==> config.mk <==
export PLATFORM = sky130hd
export DESIGN_NAME = led_frame_loader_flat
export DESIGN_NICKNAME = d
export VERILOG_FILES = /design/src/rtl/led_frame_loader_if.sv /design/src/rtl/led_frame_loader.sv /design/src/flat_wrapper.sv
export SDC_FILE = /design/constraint.sdc
export NUM_CORES = 1
export LEC_CHECK = 0
export BUFFER_PORTS_ARGS = -buffer_cell sky130_fd_sc_hd__buf_2
export CAP_MARGIN = 15
export CORE_MARGIN = 10
export CORE_UTILIZATION = 63
export CTS_BUF_LIST = sky130_fd_sc_hd__clkbuf_4
export DETAILED_ROUTE_END_ITERATION = 16
export PLACE_DENSITY_LB_ADDON = 0.25
export REMOVE_ABC_BUFFERS = 1
export SYNTH_ARGS = -nofsm -noshare
export SYNTH_HDL_FRONTEND = slang
export SYNTH_SLANG_ARGS = --single-unit
==> constraint.sdc <==
create_clock -name clk -period 3.7 [get_ports clk]
set_input_delay 0.74 -clock clk [delete_from_list [all_inputs] [get_ports clk]]
set_output_delay 0.74 -clock clk [all_outputs]
set_load 0.02 [all_outputs]
==> src/rtl/led_frame_loader_if.sv <==
// Byte-stream handshake into the LED frame loader: one colour byte per accept,
// with a start-of-frame marker that is only meaningful on an accepted byte.
interface led_frame_loader_if;
  logic       s_valid;
  logic       s_ready;
  logic [7:0] s_data;
  logic       s_sof;

  modport master (output s_valid, output s_data, output s_sof, input  s_ready);
  modport slave  (input  s_valid, input  s_data, input  s_sof, output s_ready);
endinterface

==> src/rtl/led_frame_loader.sv <==
// Assembles one frame of colour bytes in a shadow buffer and commits it atomically
// to the WS2812 driver bus, bit-reversed so the LSB-first driver emits bytes MSB-first.
module led_frame_loader #(
  parameter int LED_CNT        = 3,
  parameter int CHANNELS       = 3,
  parameter int TIMEOUT_CYCLES = 25000,
  localparam int NBYTES        = LED_CNT * CHANNELS,
  localparam int DATAWIDTH     = NBYTES * 8,
  localparam int IDXW          = $clog2(NBYTES + 1),
  localparam int TOW           = $clog2(TIMEOUT_CYCLES)
) (
  input  logic                 clk,
  input  logic                 reset,
  led_frame_loader_if.slave    s,
  output logic [DATAWIDTH-1:0] data_o,
  output logic                 frame_done,
  output logic                 err
);

  typedef enum logic [1:0] {
    IDLE   = 2'd0,
    LOAD   = 2'd1,
    COMMIT = 2'd2
  } state_t;

  localparam logic [IDXW-1:0] LAST_IDX = IDXW'(NBYTES - 1);
  localparam logic [TOW-1:0]  TO_LAST  = TOW'(TIMEOUT_CYCLES - 1);
  localparam logic [TOW-1:0]  TO_MAX   = '1;
  localparam logic [IDXW-1:0] IDX_ONE  = IDXW'(1);

  state_t                 state;
  logic [IDXW-1:0]        index;
  logic [TOW-1:0]         to_cnt;
  logic [DATAWIDTH-1:0]   shadow;

  logic                   accept;
  logic                   wr_en;
  logic [IDXW-1:0]        wr_idx;
  logic [7:0]             wr_byte;

  assign s.s_ready = !reset && (state != COMMIT);
  assign accept    = s.s_valid && s.s_ready;

  // NOTE: every signal written in always_comb gets a default first, so no path leaves it
  // unassigned and no latch is inferred.
  always_comb begin
    wr_en   = 1'b0;
    wr_idx  = index;
    wr_byte = '0;
    for (int b = 0; b < 8; b++) begin
      wr_byte[b] = s.s_data[7 - b];
    end
    if (accept) begin
      wr_en = 1'b1;
      // Idle starts and mid-frame resyncs both restart the frame at byte 0.
      if (state == IDLE || s.s_sof) begin
        wr_idx = '0;
      end
    end
  end

  // NOTE: sequential state uses non-blocking assignments only, so every register samples
  // pre-edge values regardless of statement order.
  // NOTE: the shadow buffer is a plain register vector and is reset with everything else so
  // a stale partial frame never survives reset.
  always_ff @(posedge clk) begin
    if (reset) begin
      state      <= IDLE;
      index      <= '0;
      to_cnt     <= '0;
      shadow     <= '0;
      data_o     <= '0;
      frame_done <= 1'b0;
      err        <= 1'b0;
    end else begin
      frame_done <= 1'b0;
      err        <= 1'b0;

      for (int b = 0; b < NBYTES; b++) begin
        if (wr_en && wr_idx == IDXW'(b)) begin
          shadow[b*8 +: 8] <= wr_byte;
        end
      end

      case (state)
        IDLE: begin
          to_cnt <= '0;
          if (accept) begin
            if (NBYTES == 1) begin
              state <= COMMIT;
              index <= '0;
            end else begin
              state <= LOAD;
              index <= IDX_ONE;
            end
          end
        end

        LOAD: begin
          if (accept) begin
            to_cnt <= '0;
            if (s.s_sof) begin
              err <= 1'b1;
              if (NBYTES == 1) begin
                state <= COMMIT;
                index <= '0;
              end else begin
                index <= IDX_ONE;
              end
            end else if (index == LAST_IDX) begin
              state <= COMMIT;
              index <= '0;
            end else begin
              index <= index + IDX_ONE;
            end
          end else if (to_cnt == TO_LAST) begin
            // Abandon the partial frame; the shadow stays stale and data_o is untouched.
            state  <= IDLE;
            index  <= '0;
            to_cnt <= '0;
            err    <= 1'b1;
          end else if (to_cnt != TO_MAX) begin
            to_cnt <= to_cnt + 1'b1;
          end
        end

        COMMIT: begin
          data_o     <= shadow;
          frame_done <= 1'b1;
          state      <= IDLE;
        end

        default: begin
          state <= IDLE;
          index <= '0;
        end
      endcase
    end
  end

endmodule
==> src/flat_wrapper.sv <==
// flat-port wrapper written by rule: the top's interface ports become plain ports
module led_frame_loader_flat 
#(
  parameter int LED_CNT        = 3,
  parameter int CHANNELS       = 3,
  parameter int TIMEOUT_CYCLES = 25000,
  localparam int NBYTES        = LED_CNT * CHANNELS,
  localparam int DATAWIDTH     = NBYTES * 8,
  localparam int IDXW          = $clog2(NBYTES + 1),
  localparam int TOW           = $clog2(TIMEOUT_CYCLES)
)
  (clk, reset, data_o, frame_done, err, s_s_valid, s_s_data, s_s_sof, s_s_ready);
  led_frame_loader_if s_i ();
  input  logic clk;
  input  logic reset;
  output logic [DATAWIDTH-1:0] data_o;
  output logic frame_done;
  output logic err;
  input wire logic [$bits(s_i.s_valid)-1:0] s_s_valid;
  input wire logic [$bits(s_i.s_data)-1:0] s_s_data;
  input wire logic [$bits(s_i.s_sof)-1:0] s_s_sof;
  output wire logic [$bits(s_i.s_ready)-1:0] s_s_ready;
  assign s_i.s_valid = s_s_valid;
  assign s_i.s_data = s_s_data;
  assign s_i.s_sof = s_s_sof;
  assign s_s_ready = s_i.s_ready;
  led_frame_loader #(.LED_CNT(LED_CNT), .CHANNELS(CHANNELS), .TIMEOUT_CYCLES(TIMEOUT_CYCLES)) u_core (.clk(clk), .reset(reset), .s(s_i), .data_o(data_o), .frame_done(frame_done), .err(err));
endmodule
* After elaboration in Yosys (flattened, before gate mapping)
Index checks and enable logic that the tools add are counted.
Word-level totals: input bits 12, word-level logic and storage cells 81, output and inout port bits 75, register bits 167
Cells by class: muxes and demuxes 23, bitwise operators 2, equality and inequality tests 19, add/subtract/negate cells 2, reductions and logical operators 20
Operators by type and width (count):
- two-way mux 15 bit | 3
- case mux 15 bit (2 select lines) | 1
- two-way mux 4 bit | 7
- equality test 4 x 3 -> 1 bit (second input constant) | 4
- adder 15 x 1 -> 15 bit (second input constant) | 1
- equality test 15 bit (second input constant) | 1
- inequality test 15 bit (second input constant) | 1
- case mux 4 bit (3 select lines) | 1
- logical AND 1 bit | 11
- two-way mux 2 bit | 5
- equality test 4 x 2 -> 1 bit (second input constant) | 2
- equality test 4 bit (second input constant) | 2
- inequality test 3 bit (second input constant) | 2
- two-way mux 1 bit | 5
- adder 4 x 1 -> 4 bit (second input constant) | 1
- equality test 4 x 1 -> 1 bit (second input constant) | 1
- logical NOT 4 bit | 1
- inequality test 4 x 1 -> 1 bit (second input constant) | 1
- case mux 2 bit (2 select lines) | 1
- AND reduction 4 bit | 1
- inequality test 3 x 1 -> 1 bit (second input constant) | 1
- AND reduction 3 bit | 1
- equality test 2 x 1 -> 1 bit (second input constant) | 1
- equality test 2 bit (second input constant) | 1
- 9 further kinds | 10

* Logic depth before layout (Yosys ltp)
word-level depth 6, depth in mapped cells 8, depth with buffers taken out 7

* Worst setup path before layout
No wires, ideal clock.
path kind input port to output port, start input reset, end output s_s_ready, buffers on the path 2, arrival time 1.762 ns, cell stages on the path 3, path slack 1.198 ns, required time 2.960 ns, cells stage by stage clkbuf_1 -> a21oi_1 -> clkbuf_1
On the way: longest elaborated chain between the ends 2
Ends and longest elaborated chain:
- from (decl) | line flat_wrapper.sv:15 | input logic reset;
- logical NOT 1 bit | line led_frame_loader.sv:41 | assign s.s_ready = !reset && (state != COMMIT);
- logical AND 1 bit | line led_frame_loader.sv:41
- to (decl) | line flat_wrapper.sv:22 | output wire logic [$bits(s_i.s_ready)-1:0] s_s_ready;
Every way passes these cells.

* Worst setup path in the final report
start register u_core.state[1], end output s_s_ready
On the way: longest elaborated chain between the ends 2
Ends and longest elaborated chain:
- from (decl) | line led_frame_loader.sv:31 | state_t state;
- from (signal assigned) | line led_frame_loader.sv:68 | state <= IDLE;
- from (signal assigned) | line led_frame_loader.sv:90 | state <= COMMIT;
- from (signal assigned) | line led_frame_loader.sv:93 | state <= LOAD;
- inequality test 2 bit | line led_frame_loader.sv:41
- logical AND 1 bit | line led_frame_loader.sv:41
Every way passes these cells.

==> flow_metrics.tcl <==
set metrics [dict create \
    status "finished, final reports clean" \
    die_w_um 118 \
    instances_no_fill 778 \
    fmax_mhz 418 \
    num_rows 35 \
    io_pins 87 \
    cts_tree "built" \
    drc 0 \
    maxCapViolations 0 \
    rsz0062_at_grt "no" \
    drive_gt1_frac 0.200 \
    grt_pass1_vias 4444 \
    io_buffer_count 86 \
    leakage_nw 3.20 \
    ys_ff_latch 167 \
    drv_slew 0 \
    numCtsBuffers 17 \
    worstSetupEndpointType "output port" \
    setup_viol 0 \
    hold_viol 0 \
    crit_fanout 17 \
    core_mm2 0.00933 \
    final_area_mm2 0.00683 \
    critPathRequiredTime_ns 2.96 \
    drt-pass1-iter-count 5 \
    ys_async_sr_fraction 0 \
    synthCells 571 \
    timing.final.crit_share 0.647 \
    grt_first_pass_wirelength_mm 23.3 \
    antenna_found_initial 0 \
    mostFrequentLayoutCells "dfxtp_1, nor2_1, buf_2, mux2i_1, a22o_1" \
    wl_per_cell_um 18.2 \
    antennaDiodeCount 0 \
    syn_to_final_growth_pct 12.5 \
    die_y_um 118 \
    clock_latency_ns 0.53 \
    path_class "register to output port" \
    clk_pin_slew_ns 0.14 \
    grt_max_degree 74 \
    slew_headroom 0.392 \
    syn_avg_cell_area_um2 10.6 \
    cts-root-buf "clkbuf_4" \
    cts_setup_buffers 0 \
    wirelength_mm 14.2 \
    cts_hold_buf 0 \
    grt_use_total 0.200 \
    ir_drop_mv 0.420 \
    worst_slack_ns 1.31 \
    fin_skew_ns 0.0213 \
    ant_nets 0 \
    cts_resized 0 \
    dp.cells 747 \
    fin_hold_ws_ns 0.477 \
    first_iter_violations 354 \
    power.density_mw_per_mm2 432 \
    hold_class "register to register" \
    via_per_inst 5.92 \
    syn_area_mm2 0.00607 \
    synth_edf_count 0 \
    clock_path_buffers 2 \
    synth_cell_types 53 \
    crit_arrival_ns 1.65 \
    htree_levels 4 \
    initial_core_util 0.651 \
    pre_cts_ws_ns 1.13 \
    cts.sinks 167 \
    dpl.hpwl_mm 9.52 \
    synth_top_flop_cell "dfxtp_1" \
    period_minus_slack_ns 2.39 \
    ys.warnings.count 0 \
    yosysSeqAreaShare 0.551 \
    final_core_util 0.732 \
    placed_area_mm2 0.00655 \
    die_area_mm2 0.0140 \
    final_common_cell "dfxtp_1" \
    via_count 4608 \
    gp_congestion 0.886 \
    fin_nets 652 \
    tightest_slew_ns 0.905 \
    grt-ovfl-total 0 \
    setup.worst_path.start_class "register" \
]
[cells in the mapped netlist (2+ instances only)]
cell type | instances | share of area
a21oi_1 | 6 | 0.0049
a22o_1 | 72 | 0.10
and2_1 | 2 | 0.0021
and3_1 | 5 | 0.0052
clkbuf_1 | 39 | 0.024
dfxtp_1 | 167 | 0.55
ha_1 | 3 | 0.0062
inv_1 | 5 | 0.0031
mux2i_1 | 75 | 0.12
nand2_1 | 20 | 0.012
nand2b_1 | 3 | 0.0031
nand3_1 | 6 | 0.0049
nand4_1 | 7 | 0.0072
nand4b_1 | 4 | 0.0058
nor2_1 | 87 | 0.054
nor2b_1 | 3 | 0.0031
nor3_1 | 6 | 0.0049
nor3b_1 | 3 | 0.0037
nor4_1 | 4 | 0.0041
nor4b_1 | 2 | 0.0029
o21ai_0 | 11 | 0.0091
o21ai_1 | 2 | 0.0016
or4_1 | 3 | 0.0037
or4b_1 | 2 | 0.0033
xnor2_1 | 6 | 0.0087
[final timing paths]
path,start,slack [ns],to,cells after the start
setup reg to reg,u_core.to_cnt[0],1.42,u_core.to_cnt[5],6
setup / recovery,u_core.state[1],1.31,s_s_ready,2
hold / removal,u_core.shadow[37],0.48,u_core.data_o[37],1
hold reg to reg,u_core.shadow[37],0.48,u_core.data_o[37],1
[sequential cells by signal, summed over array words and instances, names as in the netlist]
signal and count:
u_core.data_o 72, u_core.index 4, u_core.state 2, u_core.shadow 72
u_core.to_cnt 15, u_core.frame_done 1, u_core.err 1
[per-layer routing]
| metal | routed length [um] | global-route usage | share of wire | up-vias |
|---|---|---|---|---|
| li1 | - | - | - | 2181 |
| met2 | 6570 | 0.313 | 0.46 | 177 |
| met1 | 6300 | 0.258 | 0.45 | 2235 |
| met3 | 1080 | 0.0671 | 0.076 | 15 |
| met4 | 201 | 0.0587 | 0.014 | 0 |
| met5 | 0 | 0 | 0 | - |
[cell families (layout without fill, tap and decap cells)]
group	after synthesis	in the layout	share of synthesized area
adders and majority gates	3	3	0.00618
AOI/OAI and AO/OA	102	102	0.139
buffers and inverters	47	125	0.0307
muxes	75	75	0.124
xor gates and xnor gates	6	6	0.00866
DFF	167	167	0.551
and+or+nand+nor	171	171	0.141
[area by class of cell]
type / instances / area [um2]
clock buffers: 18 / 135
clock inverters: 13 / 145
fillers: 687 / 2500
inverters: 5 / 18.8
multi-input cells: 357 / 2560
flip-flops and latches: 167 / 3340
well taps: 129 / 161
repair buffers: 89 / 465
[power by group]
group	internal, mW	switching [mW]
registers	1.81	0.00744
logic	0.0239	0.0684
clock network	0.414	0.632
[critical path, stage by stage (launching register included)]
cell and delay (ns):
dfxtp_1 0.79, a21oi_4 0.15, buf_2 0.20
[per-stage QoR]
stage	setup TNS (ns)	total power, mW
finish	0	2.95
floorplan	-31.35	1.89
detailed placement	0	1.94
CTS	0	2.97
global placement	0	1.94
global route	0	3.05
Power figures use the tool's default switching activity.
